**config.mk**
```make
export PLATFORM = sky130hd
export DESIGN_NAME = segasys1_hvgen
export DESIGN_NICKNAME = d
export VERILOG_FILES = /design/src/rtl/segasys1_hvgen.sv
export SDC_FILE = /design/constraint.sdc
export NUM_CORES = 1
export LEC_CHECK = 0
export CAP_MARGIN = 25
export CORE_MARGIN = 2
export CORE_UTILIZATION = 55
export CTS_CLUSTER_SIZE = 28
export DETAILED_ROUTE_END_ITERATION = 12
export GPL_TIMING_DRIVEN = 0
export PLACE_DENSITY = 0.88
export SLEW_MARGIN = 20
export SYNTH_ARGS = -nofsm -noshare
export SYNTH_HDL_FRONTEND = slang
export SYNTH_SLANG_ARGS = --single-unit
export TNS_END_PERCENT = 1
```
**constraint.sdc**
```tcl
create_clock -name VCLKx8 -period 3.9 [get_ports VCLKx8]
set_clock_uncertainty 0.2 [all_clocks]
set_input_delay 0.78 -clock VCLKx8 [delete_from_list [all_inputs] [get_ports VCLKx8]]
set_output_delay 0.78 -clock VCLKx8 [all_outputs]
set_load 0.03 [all_outputs]
```
**src/rtl/segasys1_hvgen.sv**
```systemverilog
// Video timing generator: 8x pixel-clock divider, PH/PV raster counters,
// blanking/sync decode with frame-latched sync offsets, and the
// vertical-blank interrupt request with overrun flag.
//
// IRQ FSM states
//   state  | meaning
//   S_IDLE | no interrupt outstanding, IRQ_N high
//   S_PEND | frame interrupt requested, waiting for IRQ_ACK, IRQ_N low
module segasys1_hvgen #(
  parameter int HTOTAL   = 320,
  parameter int VTOTAL   = 262,
  parameter int HS_START = 280,
  parameter int HS_END   = 311,
  parameter int VS_START = 234,
  parameter int VS_END   = 236
) (
  input  logic       VCLKx8,
  input  logic       RESET_N,
  input  logic [3:0] HOFS,
  input  logic [2:0] VOFS,
  input  logic       IRQ_ACK,
  output logic       PCLK_EN,
  output logic [8:0] PH,
  output logic [8:0] PV,
  output logic       HBLK,
  output logic       VBLK,
  output logic       HSYNC,
  output logic       VSYNC,
  output logic       IRQ_N,
  output logic       IRQ_OVR
);

  typedef enum logic {S_IDLE = 1'b0, S_PEND = 1'b1} irq_state_t;

  logic [2:0] r_div;
  logic       r_pclk_en;
  logic [8:0] r_ph;
  logic [8:0] r_pv;
  logic       r_hblk;
  logic       r_vblk;
  logic       r_hsync;
  logic       r_vsync;
  logic [3:0] r_hofs;
  logic [2:0] r_vofs;
  logic       r_irq_n;
  logic       r_irq_ovr;
  irq_state_t r_state;
  irq_state_t w_state_nxt;
  logic       w_ovr_set;

  logic        w_ph_wrap;
  logic        w_pv_wrap;
  logic [8:0]  w_ph_nxt;
  logic [8:0]  w_pv_nxt;
  logic        w_frame_start;
  logic        w_trig;
  logic [3:0]  w_hofs_eff;
  logic [2:0]  w_vofs_eff;
  logic signed [9:0] w_hofs_ext;
  logic signed [9:0] w_vofs_ext;
  logic signed [9:0] w_hs_lo;
  logic signed [9:0] w_hs_hi;
  logic signed [9:0] w_vs_lo;
  logic signed [9:0] w_vs_hi;
  logic signed [9:0] w_ph_s;
  logic signed [9:0] w_pv_s;
  logic        w_hsync_nxt;
  logic        w_vsync_nxt;

  assign w_ph_wrap     = (r_ph == 9'(HTOTAL - 1));
  assign w_pv_wrap     = (r_pv == 9'(VTOTAL - 1));
  assign w_ph_nxt      = w_ph_wrap ? 9'd0 : r_ph + 9'd1;
  assign w_pv_nxt      = w_ph_wrap ? (w_pv_wrap ? 9'd0 : r_pv + 9'd1) : r_pv;
  assign w_frame_start = r_pclk_en && w_ph_wrap && w_pv_wrap;
  assign w_trig        = r_pclk_en && w_ph_wrap && (w_pv_nxt == 9'd224);

  // The first pixel of a new frame is decoded with the offsets it latches,
  // so a whole frame always uses one consistent pair of offsets.
  assign w_hofs_eff = w_frame_start ? HOFS : r_hofs;
  assign w_vofs_eff = w_frame_start ? VOFS : r_vofs;
  assign w_hofs_ext = {{6{w_hofs_eff[3]}}, w_hofs_eff};
  assign w_vofs_ext = {{7{w_vofs_eff[2]}}, w_vofs_eff};

  assign w_hs_lo = 10'(HS_START) + w_hofs_ext;
  assign w_hs_hi = 10'(HS_END)   + w_hofs_ext;
  assign w_vs_lo = 10'(VS_START) + w_vofs_ext;
  assign w_vs_hi = 10'(VS_END)   + w_vofs_ext;
  assign w_ph_s  = {1'b0, w_ph_nxt};
  assign w_pv_s  = {1'b0, w_pv_nxt};

  assign w_hsync_nxt = (w_ph_s >= w_hs_lo) && (w_ph_s <= w_hs_hi);
  assign w_vsync_nxt = (w_pv_s >= w_vs_lo) && (w_pv_s <= w_vs_hi);

  // Free-running divide-by-8 producing the registered pixel enable.
  always_ff @(posedge VCLKx8 or negedge RESET_N) begin
    if (!RESET_N) begin
      r_div     <= 3'd0;
      r_pclk_en <= 1'b0;
    end else begin
      r_div     <= r_div + 3'd1;
      r_pclk_en <= (r_div == 3'd7);
    end
  end

  // Raster counters, flags and frame-latched offsets, advanced once per pixel.
  always_ff @(posedge VCLKx8 or negedge RESET_N) begin
    if (!RESET_N) begin
      r_ph    <= 9'd0;
      r_pv    <= 9'd0;
      r_hblk  <= 1'b0;
      r_vblk  <= 1'b0;
      r_hsync <= 1'b0;
      r_vsync <= 1'b0;
      r_hofs  <= 4'd0;
      r_vofs  <= 3'd0;
    end else if (r_pclk_en) begin
      r_ph    <= w_ph_nxt;
      r_pv    <= w_pv_nxt;
      r_hblk  <= (w_ph_nxt >= 9'd256);
      r_vblk  <= (w_pv_nxt >= 9'd224);
      r_hsync <= w_hsync_nxt;
      r_vsync <= w_vsync_nxt;
      if (w_frame_start) begin
        r_hofs <= HOFS;
        r_vofs <= VOFS;
      end
    end
  end

  // IRQ next state: a new request outranks a simultaneous acknowledge.
  always_comb begin
    w_state_nxt = r_state;
    w_ovr_set   = 1'b0;
    if (w_trig) begin
      w_state_nxt = S_PEND;
      w_ovr_set   = (r_state == S_PEND);
    end else if ((r_state == S_PEND) && IRQ_ACK) begin
      w_state_nxt = S_IDLE;
    end
  end

  // IRQ state register with registered request and sticky overrun.
  always_ff @(posedge VCLKx8 or negedge RESET_N) begin
    if (!RESET_N) begin
      r_state   <= S_IDLE;
      r_irq_n   <= 1'b1;
      r_irq_ovr <= 1'b0;
    end else begin
      r_state   <= w_state_nxt;
      r_irq_n   <= (w_state_nxt != S_PEND);
      r_irq_ovr <= r_irq_ovr | w_ovr_set;
    end
  end

  assign PCLK_EN = r_pclk_en;
  assign PH      = r_ph;
  assign PV      = r_pv;
  assign HBLK    = r_hblk;
  assign VBLK    = r_vblk;
  assign HSYNC   = r_hsync;
  assign VSYNC   = r_vsync;
  assign IRQ_N   = r_irq_n;
  assign IRQ_OVR = r_irq_ovr;

endmodule
```
# After elaboration in Yosys (flattened, before gate mapping)
# Index checks and enable logic that the tools add are counted.
# op_classes
n_addsub,7
magnitude_cmp,6
n_eq_ne,4
mux,8
bitwise,2
reduce_logical,6
# ops
op,count
two-way mux 9 bit,3
adder 10 x 4 -> 10 bit (first input constant),2
adder 9 x 3 -> 10 bit (first input constant),2
>= comparator 10 bit,2
<= comparator 10 bit,2
adder 9 x 1 -> 9 bit (second input constant),2
equality test 9 bit (second input constant),2
equality test 9 x 8 -> 1 bit (second input constant),1
>= comparator 9 x 8 -> 1 bit (second input constant),1
>= comparator 9 bit (second input constant),1
logical AND 1 bit,6
two-way mux 4 bit,1
adder 3 x 1 -> 3 bit (second input constant),1
equality test 3 bit (second input constant),1
two-way mux 1 bit,3
two-way mux 3 bit,1
inverter 1 bit,1
bitwise OR 1 bit,1
# totals
register_bits,36
out_inout_bits,25

# Depth between registers and ports, before layout
# Gate-level depths: netlist of run 1.
# logic_depth
word_depth,7
mapped_depth,16

# Worst setup path after synthesis of run 1
# Ideal clock, no wire load.
# synth_timing
path_type,register -> register
startpoint,register r_ph[1] (netlist: PH[1])
endpoint,register r_hsync (netlist: HSYNC)
setup_ps,87
t_arrival_ps,2968
required_ps,3613
setup_slack_ps,645
stages_incl_launch_ff,16
synth_period_minus_slack_ps,3255
path_cell_list,dfrtp_1 > ha_1 > and4bb_2 > and2_1 > buf_6 > nand3_4 > buf_6 > nor3_1 > nor2_1 > xor2_1 > ha_1 > a21oi_1 > o21ai_0 > o22ai_1 > o2111ai_1 > a211oi_2
# synth_between
elab_chain_cells,7
word_cells_on_any_way,11
classes_between,3 x add/sub; 2 x order compare; 1 x eq/ne; 2 x mux; 3 x reduce/logical
# synth_lines
element,line,rtl
from (decl),37,logic [8:0] r_ph;
from (signal assigned),117,r_ph <= w_ph_nxt;
equality test 9 bit,70,assign w_ph_wrap = (r_ph == 9'(HTOTAL - 1));
logical AND 1 bit (2 in a row),74,assign w_frame_start = r_pclk_en && w_ph_wrap && w_pv_wrap;
two-way mux 4 bit,--,
adder 10 x 4 -> 10 bit (on tied branches),"84, 85",
>= comparator 10 bit or <= comparator 10 bit (tied branches),91,assign w_hsync_nxt = (w_ph_s >= w_hs_lo) && (w_ph_s <= w_hs_hi);
logical AND 1 bit *,91,
to (signal assigned),121,r_hsync <= w_hsync_nxt;
to (decl),41,logic r_hsync;
# Mark *: on every way between the ends. The rest lies on a longest branch, timed or not.
# A chain may end at the register's enable or synchronous reset.

# Worst setup path in the final report of run 1
# layout_timing
startpoint,register r_ph[0] (netlist: PH[0])
endpoint,register r_hsync (netlist: HSYNC)
# The elaborated chain is that of the path after synthesis.

==> results of run 1 <==
-- power by group --
group	total (W)	switching, W	internal, W
clock network	0.000261	0.000136	0.000125
registers	0.000369	0.00000278	0.000366
logic	0.0000494	0.0000244	0.0000250
-- placed cells by master (no fill, tap or decap), types with 2 or more instances in the layout --
master and n:
a211oi_2 2, a21o_1 5, a21oi_1 14, a41oi_1 2, and2_1 2, and3_1 3
buf_2 4, buf_4 2, buf_6 5, clkbuf_1 3, clkbuf_8 5, clkdlybuf4s50_1 33
dfrtp_1 34, ha_1 20, inv_1 11, mux2_2 14, mux2i_1 2, nand2_1 17
nand2b_1 3, nand3_1 12, nand4_1 6, nor2_1 12, nor2b_1 5, nor3_1 7
o21a_1 2, o21ai_0 10, o22ai_1 5, o31ai_1 3, xnor2_1 8, xor2_1 7
-- per-layer routing --
layer,track usage (%),vias to the layer above
met5,0,-
li1,-,956
met2,35.7,58
met1,27.1,925
met4,8.76,0
met3,4.47,10
-- logic make-up (layout without fill, tap and decap cells) --
group	Yosys count	after routing	synth area share, %
fa+ha+maj	20	20	10.3
xor+xnor	15	15	5.43
flops	35	35	36.2
buf+inv	23	66	5.58
compound gates	50	50	13.3
simple gates	80	80	20.3
mux	18	18	8.84
-- flip-flops by register name (all words and copies together) (netlist names), 3 cells and up --
register and cells:
r_hofs 4, r_div 3, r_vofs 3, PV 9, PH 9
-- worst max-delay path: cells and delay by family (launching register included) --
kind            cells  cell delay, ps
fa+ha+maj           2             620
buf+inv             2             330
simple gates        5             830
xor+xnor            1             150
flops               1             390
compound gates      5             800
-- cell type report --
type	instances	area [um2]	share of cell area (%)
Multi-Input combinational cell	183	1410	48.0
Buffer	12	93.8	3.20
Timing Repair Buffer	35	363	12.4
Clock inverter	2	12.5	0.426
Sequential cell	35	877	29.9
Inverter	11	41.3	1.41
Tap cell	52	65.1	2.22
Clock buffer	6	72.6	2.47
-- worst paths after layout --
path / startpoint / endpoint / depth (start not counted)
setup / recovery: PH[0]$_DFFE_PN0P_ / HSYNC$_DFFE_PN0P_ / 15
hold / removal: RESET_N / PV[3]$_DFFE_PN0P_ / 1
setup reg to reg: PH[0]$_DFFE_PN0P_ / HSYNC$_DFFE_PN0P_ / 15
hold reg to reg: r_div[0]$_DFF_PN0_ / r_div[0]$_DFF_PN0_ / 1
max in group asynchronous: RESET_N / PH[6]$_DFFE_PN0P_ / 2
min in group VCLKx8: r_div[0]$_DFF_PN0_ / r_div[0]$_DFF_PN0_ / 1
-- through the flow --
step | area [um2] | worst slack [ps] | total power [W] | utilization (%) | instances
after CTS | 2930 | 501 | 0.000688 | 68.3 | 336
after detailed placement | 2850 | 522 | 0.000426 | 66.3 | 328
after floorplan | 2420 | 645 | 0.000400 | - | 241
after global placement | 2830 | 599 | 0.000420 | 65.8 | 327
final | 2930 | 485 | 0.000679 | 68.3 | 336
after global routing | 2930 | 229 | 0.000707 | 68.3 | 336
==> results.yml, run 1 <==
clocking:
  cts.sink_count: 35
  htreeDepth: 2
  numCtsBuffers: 5
  cts_root_buf: "clkbuf_8"
  clk_path_buf_depth: 2
  post-cts-setup-buffers: 0
  cts_resized: 0
  clk_pin_slew_ps: 80
  tritoncts: "yes"
  cts_hold_buffers: 0
  clk_latency_ps: 300
min_path:
  hp-class: "input pin to asynchronous set/reset pin"
synthesis:
  synthCells: 241
  synth_top_area_cell: "dfrtp_1"
  synth.cell_area_mm2: 0.00242
  syn_nets: 271
  synth_most_common_cell: "dfrtp_1"
  synth_flop_cell: "dfrtp_1"
  yosys.cell_types.count: 51
  ys_ff_latch: 35
  ys_warn_count: 0
  syn_area_per_cell_um2: 10.0
  synthTopCellsByArea: "dfrtp_1 (35%), ha_1 (10%), mux2_2 (6.5%), a21oi_1 (2.9%), xnor2_1 (2.9%)"
  synthArstFlopShare_pct: 100
  synth_top_area_share_pct: 35.1
  synth_edf_count: 0
  yosys-top-cells-count: "dfrtp_1 (34), ha_1 (20), nand2_1 (17), a21oi_1 (14), mux2_2 (14)"
  ys_seq_area_share_pct: 36.2
global_route:
  antenna_found_initial: 0
  track_usage_pct: 21.5
  overflow: 0
  grt_pass1_vias: 1870
  grt_max_degree: 21
  grt_pass1_wl_um: 8430
route:
  wl_met3_um: 232
  wl_met2_um: 2440
  drt-total-wl_um: 4990
  drtAntennaViolNets: 0
  vias_per_cell: 5.80
  dr.pass1.iters: 4
  top_layer: "met4"
  route.detailed.drc: 0
  wl_per_cell_um: 14.9
  m1WireLength_um: 2220
  drtIter0Drc: 141
  vias: 1949
placement:
  dpl.hpwl_um: 3770
  gp_congestion: 0.845
  portBuffers: 34
power_and_ir_drop:
  leakage_nw: 1.31
  power_density_mw_per_mm2: 232
  ir_drop_uv: 215
sta:
  clock.fmax_mhz: 293
  rsz0062_at_grt: "false"
  min_period_over_period_pct: 87.6
  max_slew_margin_pct: 64.4
  period_minus_slack_ps: 3420
  slew_violations: 0
  setup_viol: 0
  hold_viol: 0
  setup_tns_ps: 0
  worst_pin_slew_ps: 528
  hold-worst-slack_ps: 208
critical_path:
  r2r_setup_slack_ps: 480
  slowest_stage: "dfrtp_1"
  crit_type: "register to register"
  crit_fanout: 10
  cpPeakStageDelay_ps: 390
  endpoint_kind: "register"
  cp_data_required_time_ps: 3910
  startpoint_type: "register"
  worstPathCellList: "ha_1 -> and4bb_2 -> and2_1 -> buf_6 -> nand3_4 -> buf_6 -> nor3_1 -> nor2_1 -> xor2_1 -> ha_1 -> a21oi_1 -> o21ai_0 -> o22ai_1 -> o2111ai_1 -> a211oi_2"
  crit_arrival_ps: 3420
floorplan:
  ios: 35
  core_mm2: 0.00429
  die_h_um: 70.3
  num_rows: 24
  die_area_mm2: 0.00495
  dieWidth_um: 70.3
  initial_core_util_pct: 56.4
status:
  outcome: "finished clean"
final_layout:
  n_fill_cell: 344
  num_antenna_cells: 0
  final_nets: 313
  drive_above_1_share_pct: 16.9
  areaGrowthSynthToFinish_pct: 21.2
flow_run:
  drv_cap: 0
No activity file was read; power rests on OpenSTA's default activity.
==> inputs of run 2 (changes only) <==
--- a/config.mk
+++ b/config.mk
@@ -10,7 +10,7 @@
 export CORE_UTILIZATION = 55
 export CTS_CLUSTER_SIZE = 28
 export DETAILED_ROUTE_END_ITERATION = 12
-export GPL_TIMING_DRIVEN = 0
+export MAX_ROUTING_LAYER = met4
 export PLACE_DENSITY = 0.88
 export SLEW_MARGIN = 20
 export SYNTH_ARGS = -nofsm -noshare
==> run 2 against run 1 <==
- setup slack lost 170 ps
- via count shrank 2.4%
- combinational power shrank 4.3%
- first-iteration DRC count grew 37%
==> results.yml, run 2 (synthesis results as in run 1) <==
power_and_ir_drop:
  power_density_mw_per_mm2: 281
  power_frac_seq_pct: 45.7
  swShare_pct: 20.1
  ir_drop_uv: 190
  internal_power_w: 0.000645
  leakage_nw: 1.28
  combPwrFrac_pct: 5.9
  power.switching_w: 0.000163
  clockPowerShare_pct: 48.5
route:
  dr.pass1.iters: 4
  drtIter0Drc: 193
  wl_per_cell_um: 14.8
  m1WireLength_um: 2200
  drt-total-wl_um: 4800
  vias: 1903
  wl_met3_um: 241
  vias_per_cell: 5.86
  route.detailed.drc: 0
  top_layer: "met4"
  drtAntennaViolNets: 0
  wl_met2_um: 2260
critical_path:
  r2r_start: "PH[1]$_DFFE_PN0P_"
  worstPathCellList: "ha_1 -> and4bb_2 -> and2_1 -> nand3_4 -> mux2_2 -> xor2_1 -> ha_1 -> a21oi_1 -> o21ai_0 -> o22ai_1 -> o2111ai_1 -> a211oi_2"
  crit_arrival_ps: 3590
  cp_data_required_time_ps: 3910
  startpoint: "PH[1]$_DFFE_PN0P_"
  crit_type: "register to register"
  path_buf_inv: 0
  crit_fanout: 13
  cpPeakStageDelay_ps: 400
  slowest_stage: "mux2_2"
  cpMostUsedCell: "ha_1"
  endpoint_kind: "register"
  startpoint_type: "register"
  crit_family: "simple AND/OR/NAND/NOR gates"
clocking:
  cts.sink_count: 35
  tritoncts: "yes"
  clk_latency_ps: 300
  post-cts-setup-buffers: 0
  clk_pin_slew_ps: 70
  cts_hold_buffers: 0
  numCtsBuffers: 5
  cts_resized: 0
  htreeDepth: 2
  cts_root_buf: "clkbuf_8"
  clk_path_buf_depth: 2
sta:
  max_slew_margin_pct: 67.4
  hold_viol: 0
  period_minus_slack_ps: 3580
  worst_pin_slew_ps: 489
  slew_violations: 0
  rsz0062_at_grt: "false"
  setup_viol: 0
  clock.fmax_mhz: 279
  min_period_over_period_pct: 91.8
  hold-worst-slack_ps: 223
  setup_tns_ps: 0
floorplan:
  dieWidth_um: 70.3
  initial_core_util_pct: 56.4
  ios: 35
  die_area_mm2: 0.00495
  core_mm2: 0.00429
  num_rows: 24
  die_h_um: 70.3
global_route:
  track_usage_pct: 21.5
  grt_max_degree: 36
  grt_pass1_vias: 1802
  antenna_found_initial: 0
  overflow: 0
  grt_pass1_wl_um: 8330
placement:
  gp_congestion: 0.890
  placed_cell_area_mm2: 0.00275
  dpl.hpwl_um: 3550
  portBuffers: 34
final_layout:
  fin_area_mm2: 0.00288
  drive_above_1_share_pct: 13.9
  final_nets: 302
  num_antenna_cells: 0
  ff_latch_area_um2: 877
  n_fill_cell: 369
  final_cell_mix: "dfrtp_1 (34), clkdlybuf4s50_1 (34), ha_1 (20)"
  multi_input_area_mm2: 0.00141
  areaGrowthSynthToFinish_pct: 19.0
min_path:
  hp-class: "register to register"
  hp-start: "r_div[0]$_DFF_PN0_"
flow_run:
  drv_cap: 0
status:
  outcome: "finished clean"
run 2: layout make-up:
class                      instances  area share, %
clock inverter                     2           2.09
timing repair buffer              36           12.3
multi-input combinational        183           48.9
tap                               52           2.26
clock buffer                       6           2.52
sequential                        35           30.5
inverter                          11           1.43
run 2: worst register-to-register path: stages (launching register included):
cell and delay, ps:
dfrtp_1 390, ha_1 310, and4bb_2 350, and2_1 380, nand3_4 270, mux2_2 400, xor2_1 170, ha_1 310
a21oi_1 130, o21ai_0 100, o22ai_1 130, o2111ai_1 140, a211oi_2 240
run 2: routing by layer:
metal  track usage [%]  vias to the layer above
met5                 -                        -
met4              8.12                        0
met3              4.62                       10
met2              32.6                       56
met1              28.4                      905
li1                  -                      932
run 2: per-stage QoR:
stage	power (W)	setup WS, ps	utilization (%)	std cells
after floorplan	0.000400	645	-	241
after global placement	0.000421	538	64.0	317
after detailed placement	0.000424	376	64.0	317
after CTS	0.000816	330	67.1	325
after global routing	0.000837	66.9	67.1	325
final	0.000808	318	67.1	325
run 2: final timing paths:
kind,slack (ps),end,cells past startpoint
max,320,HSYNC$_DFFE_PN0P_,12
min,220,r_div[0]$_DFF_PN0_,1
max reg2reg,320,HSYNC$_DFFE_PN0P_,12
min reg2reg,220,r_div[0]$_DFF_PN0_,1
max in group asynchronous,2480,IRQ_N$_DFF_PN1_,2
min in group asynchronous,690,VSYNC$_DFFE_PN0P_,2
run 2: power by group through the flow:
stage	clock network, W	logic (W)	registers (W)
6_report	0.000392	0.0000473	0.000369
5_1_grt	0.000414	0.0000543	0.000369
4_1_cts	0.000399	0.0000481	0.000369
3_5_place_dp	0	0.0000480	0.000376
3_3_place_gp	0	0.0000454	0.000376
2_1_floorplan	0	0.0000240	0.000376
==> inputs of run 3 (changes only) <==
--- a/config.mk
+++ b/config.mk
@@ -7,11 +7,11 @@
 export LEC_CHECK = 0
 export CAP_MARGIN = 25
 export CORE_MARGIN = 2
-export CORE_UTILIZATION = 55
+export CORE_UTILIZATION = 59
 export CTS_CLUSTER_SIZE = 28
 export DETAILED_ROUTE_END_ITERATION = 12
 export MAX_ROUTING_LAYER = met4
-export PLACE_DENSITY = 0.88
+export PLACE_DENSITY = 0.93
 export SLEW_MARGIN = 20
 export SYNTH_ARGS = -nofsm -noshare
 export SYNTH_HDL_FRONTEND = slang
==> constraint.sdc (replaced) <==
create_clock -name VCLKx8 -period 4.4 [get_ports VCLKx8]
set_clock_uncertainty 0.2 [all_clocks]
set_input_delay 0.88 -clock VCLKx8 [delete_from_list [all_inputs] [get_ports VCLKx8]]
set_output_delay 0.88 -clock VCLKx8 [all_outputs]
set_load 0.03 [all_outputs]
==> run 3 against run 2 <==
- clock power down 43%
- register-to-register slack improved by 490 ps
- non-clock buffer count did not move
- routed wire length grew 4.5%
- via count up 1.3%
- final area shrank 1.9%
- combinational power is 8.7% lower
- sequential power down 11%
- global-route usage up 4.1 points
- critical path depth stayed put
- hold slack improved by 12 ps
- setup slack gained 490 ps
- critical path type unchanged
==> results.yml, run 3 (synthesis results as in run 1) <==
placement:
  dpl.hpwl_um: 3690
  dp.cells: 315
  portBuffers: 34
  gp_congestion: 0.866
  placed_cell_area_mm2: 0.00275
final_layout:
  fin_area_mm2: 0.00283
  fin_cells: 323
  n_fill_cell: 300
  multi_input_area_mm2: 0.00141
  drive_above_1_share_pct: 13.6
  final_nets: 302
  num_antenna_cells: 0
  areaGrowthSynthToFinish_pct: 16.7
  final_cell_mix: "dfrtp_1 (34), clkdlybuf4s50_1 (34), ha_1 (20)"
  ff_latch_area_um2: 877
global_route:
  grt_pass1_wl_um: 8500
  antenna_found_initial: 0
  grt_pass1_vias: 1821
  overflow: 0
  track_usage_pct: 25.6
  grt_max_degree: 36
clocking:
  htreeDepth: 2
  cts_resized: 0
  numCtsBuffers: 5
  tritoncts: "yes"
  clk_pin_slew_ps: 70
  cts_hold_buffers: 0
  clk_latency_ps: 290
  post-cts-setup-buffers: 0
  clk_path_buf_depth: 2
  cts.sink_count: 35
  cts_root_buf: "clkbuf_8"
critical_path:
  crit_type: "register to register"
  cp_data_required_time_ps: 4410
  crit_arrival_ps: 3600
  startpoint_type: "register"
  endpoint_kind: "register"
  crit_fanout: 13
power_and_ir_drop:
  ir_drop_uv: 175
  power_density_mw_per_mm2: 211
  leakage_nw: 1.25
  finalPower_w: 0.000595
route:
  drtIter0Drc: 203
  wl_per_cell_um: 15.5
  vias_per_cell: 5.97
  dr.pass1.iters: 4
  route.detailed.drc: 0
  vias: 1927
  drtAntennaViolNets: 0
  drt-total-wl_um: 5010
sta:
  rsz0062_at_grt: "false"
  period_minus_slack_ps: 3590
  min_period_over_period_pct: 81.6
  setup_viol: 0
  setup_tns_ps: 0
  hold-worst-slack_ps: 234
  clock.fmax_mhz: 278
  max_slew_margin_pct: 68.1
  hold_viol: 0
  slew_violations: 0
  worst_pin_slew_ps: 474
flow_run:
  drv_cap: 0
floorplan:
  ios: 35
  dieWidth_um: 68.1
  die_h_um: 68.1
  die_area_mm2: 0.00463
  core_mm2: 0.00397
  initial_core_util_pct: 61.0
  num_rows: 23
status:
  outcome: "finished clean"
min_path:
  hp-class: "register to register"
## run 3: cell types whose count changed in the layout (fill, tap and decap cells not counted)
cell / previous run / this run
clkinv_2: 0 / 1
bufinv_16: 2 / 0
clkbuf_1: 1 / 2
## run 3: worst paths after layout
path / startpoint / endpoint / slack (ps) / cells past startpoint
min in group asynchronous: RESET_N / r_div[2]$_DFF_PN0_ / 800 / 2
setup reg to reg: PH[0]$_DFFE_PN0P_ / HSYNC$_DFFE_PN0P_ / 810 / 12
hold / removal: r_div[0]$_DFF_PN0_ / r_div[0]$_DFF_PN0_ / 230 / 1
max in group asynchronous: RESET_N / IRQ_N$_DFF_PN1_ / 2850 / 2
hold reg to reg: r_div[0]$_DFF_PN0_ / r_div[0]$_DFF_PN0_ / 230 / 1
setup / recovery: PH[0]$_DFFE_PN0P_ / HSYNC$_DFFE_PN0P_ / 810 / 12
## run 3: power by group
| part | leakage, nW | switching [W] | internal [W] |
|---|---|---|---|
| combinational | 0.756 | 0.0000221 | 0.0000211 |
| sequential | 0.455 | 0.00000232 | 0.000325 |
| clock | 0.0422 | 0.000114 | 0.000111 |
| total | 1.25 | 0.000138 | 0.000457 |
## run 3: per-stage QoR
stage,setup WS [ps],util (%)
finish,809,71.2
global route,527,71.2
CTS,813,71.2
detailed placement,882,69.1
global placement,1030,69.1
floorplan,1150,-
## run 3: worst max-delay path, cell delays in order, from the launching register on
cell       delay [ps]
dfrtp_1           380
ha_1              290
and4bb_2          340
and2_1            350
nand3_4           260
mux2_2            390
xor2_1            180
ha_1              310
a21oi_1           120
o21ai_0           100
o22ai_1           190
o2111ai_1         150
a211oi_2          240
## run 3: per-layer routing
| layer | up-vias | global-route usage (%) | part of all wire, % |
|---|---|---|---|
| met2 | 58 | 42.4 | 50 |
| met1 | 916 | 30.3 | 43 |
| met5 | - | - | 0 |
| li1 | 934 | - | - |
| met4 | 0 | 10.3 | 2.7 |
| met3 | 19 | 5.43 | 4.4 |
## run 3: area by class of cell
| type | count | share of cell area, % |
|---|---|---|
| multi-input combinational | 183 | 49.8 |
| sequential | 35 | 31.0 |
| timing repair buffer | 36 | 12.6 |
| clock buffer | 7 | 2.70 |
| tap | 50 | 2.21 |
| inverter | 11 | 1.46 |
| clock inverter | 1 | 0.177 |
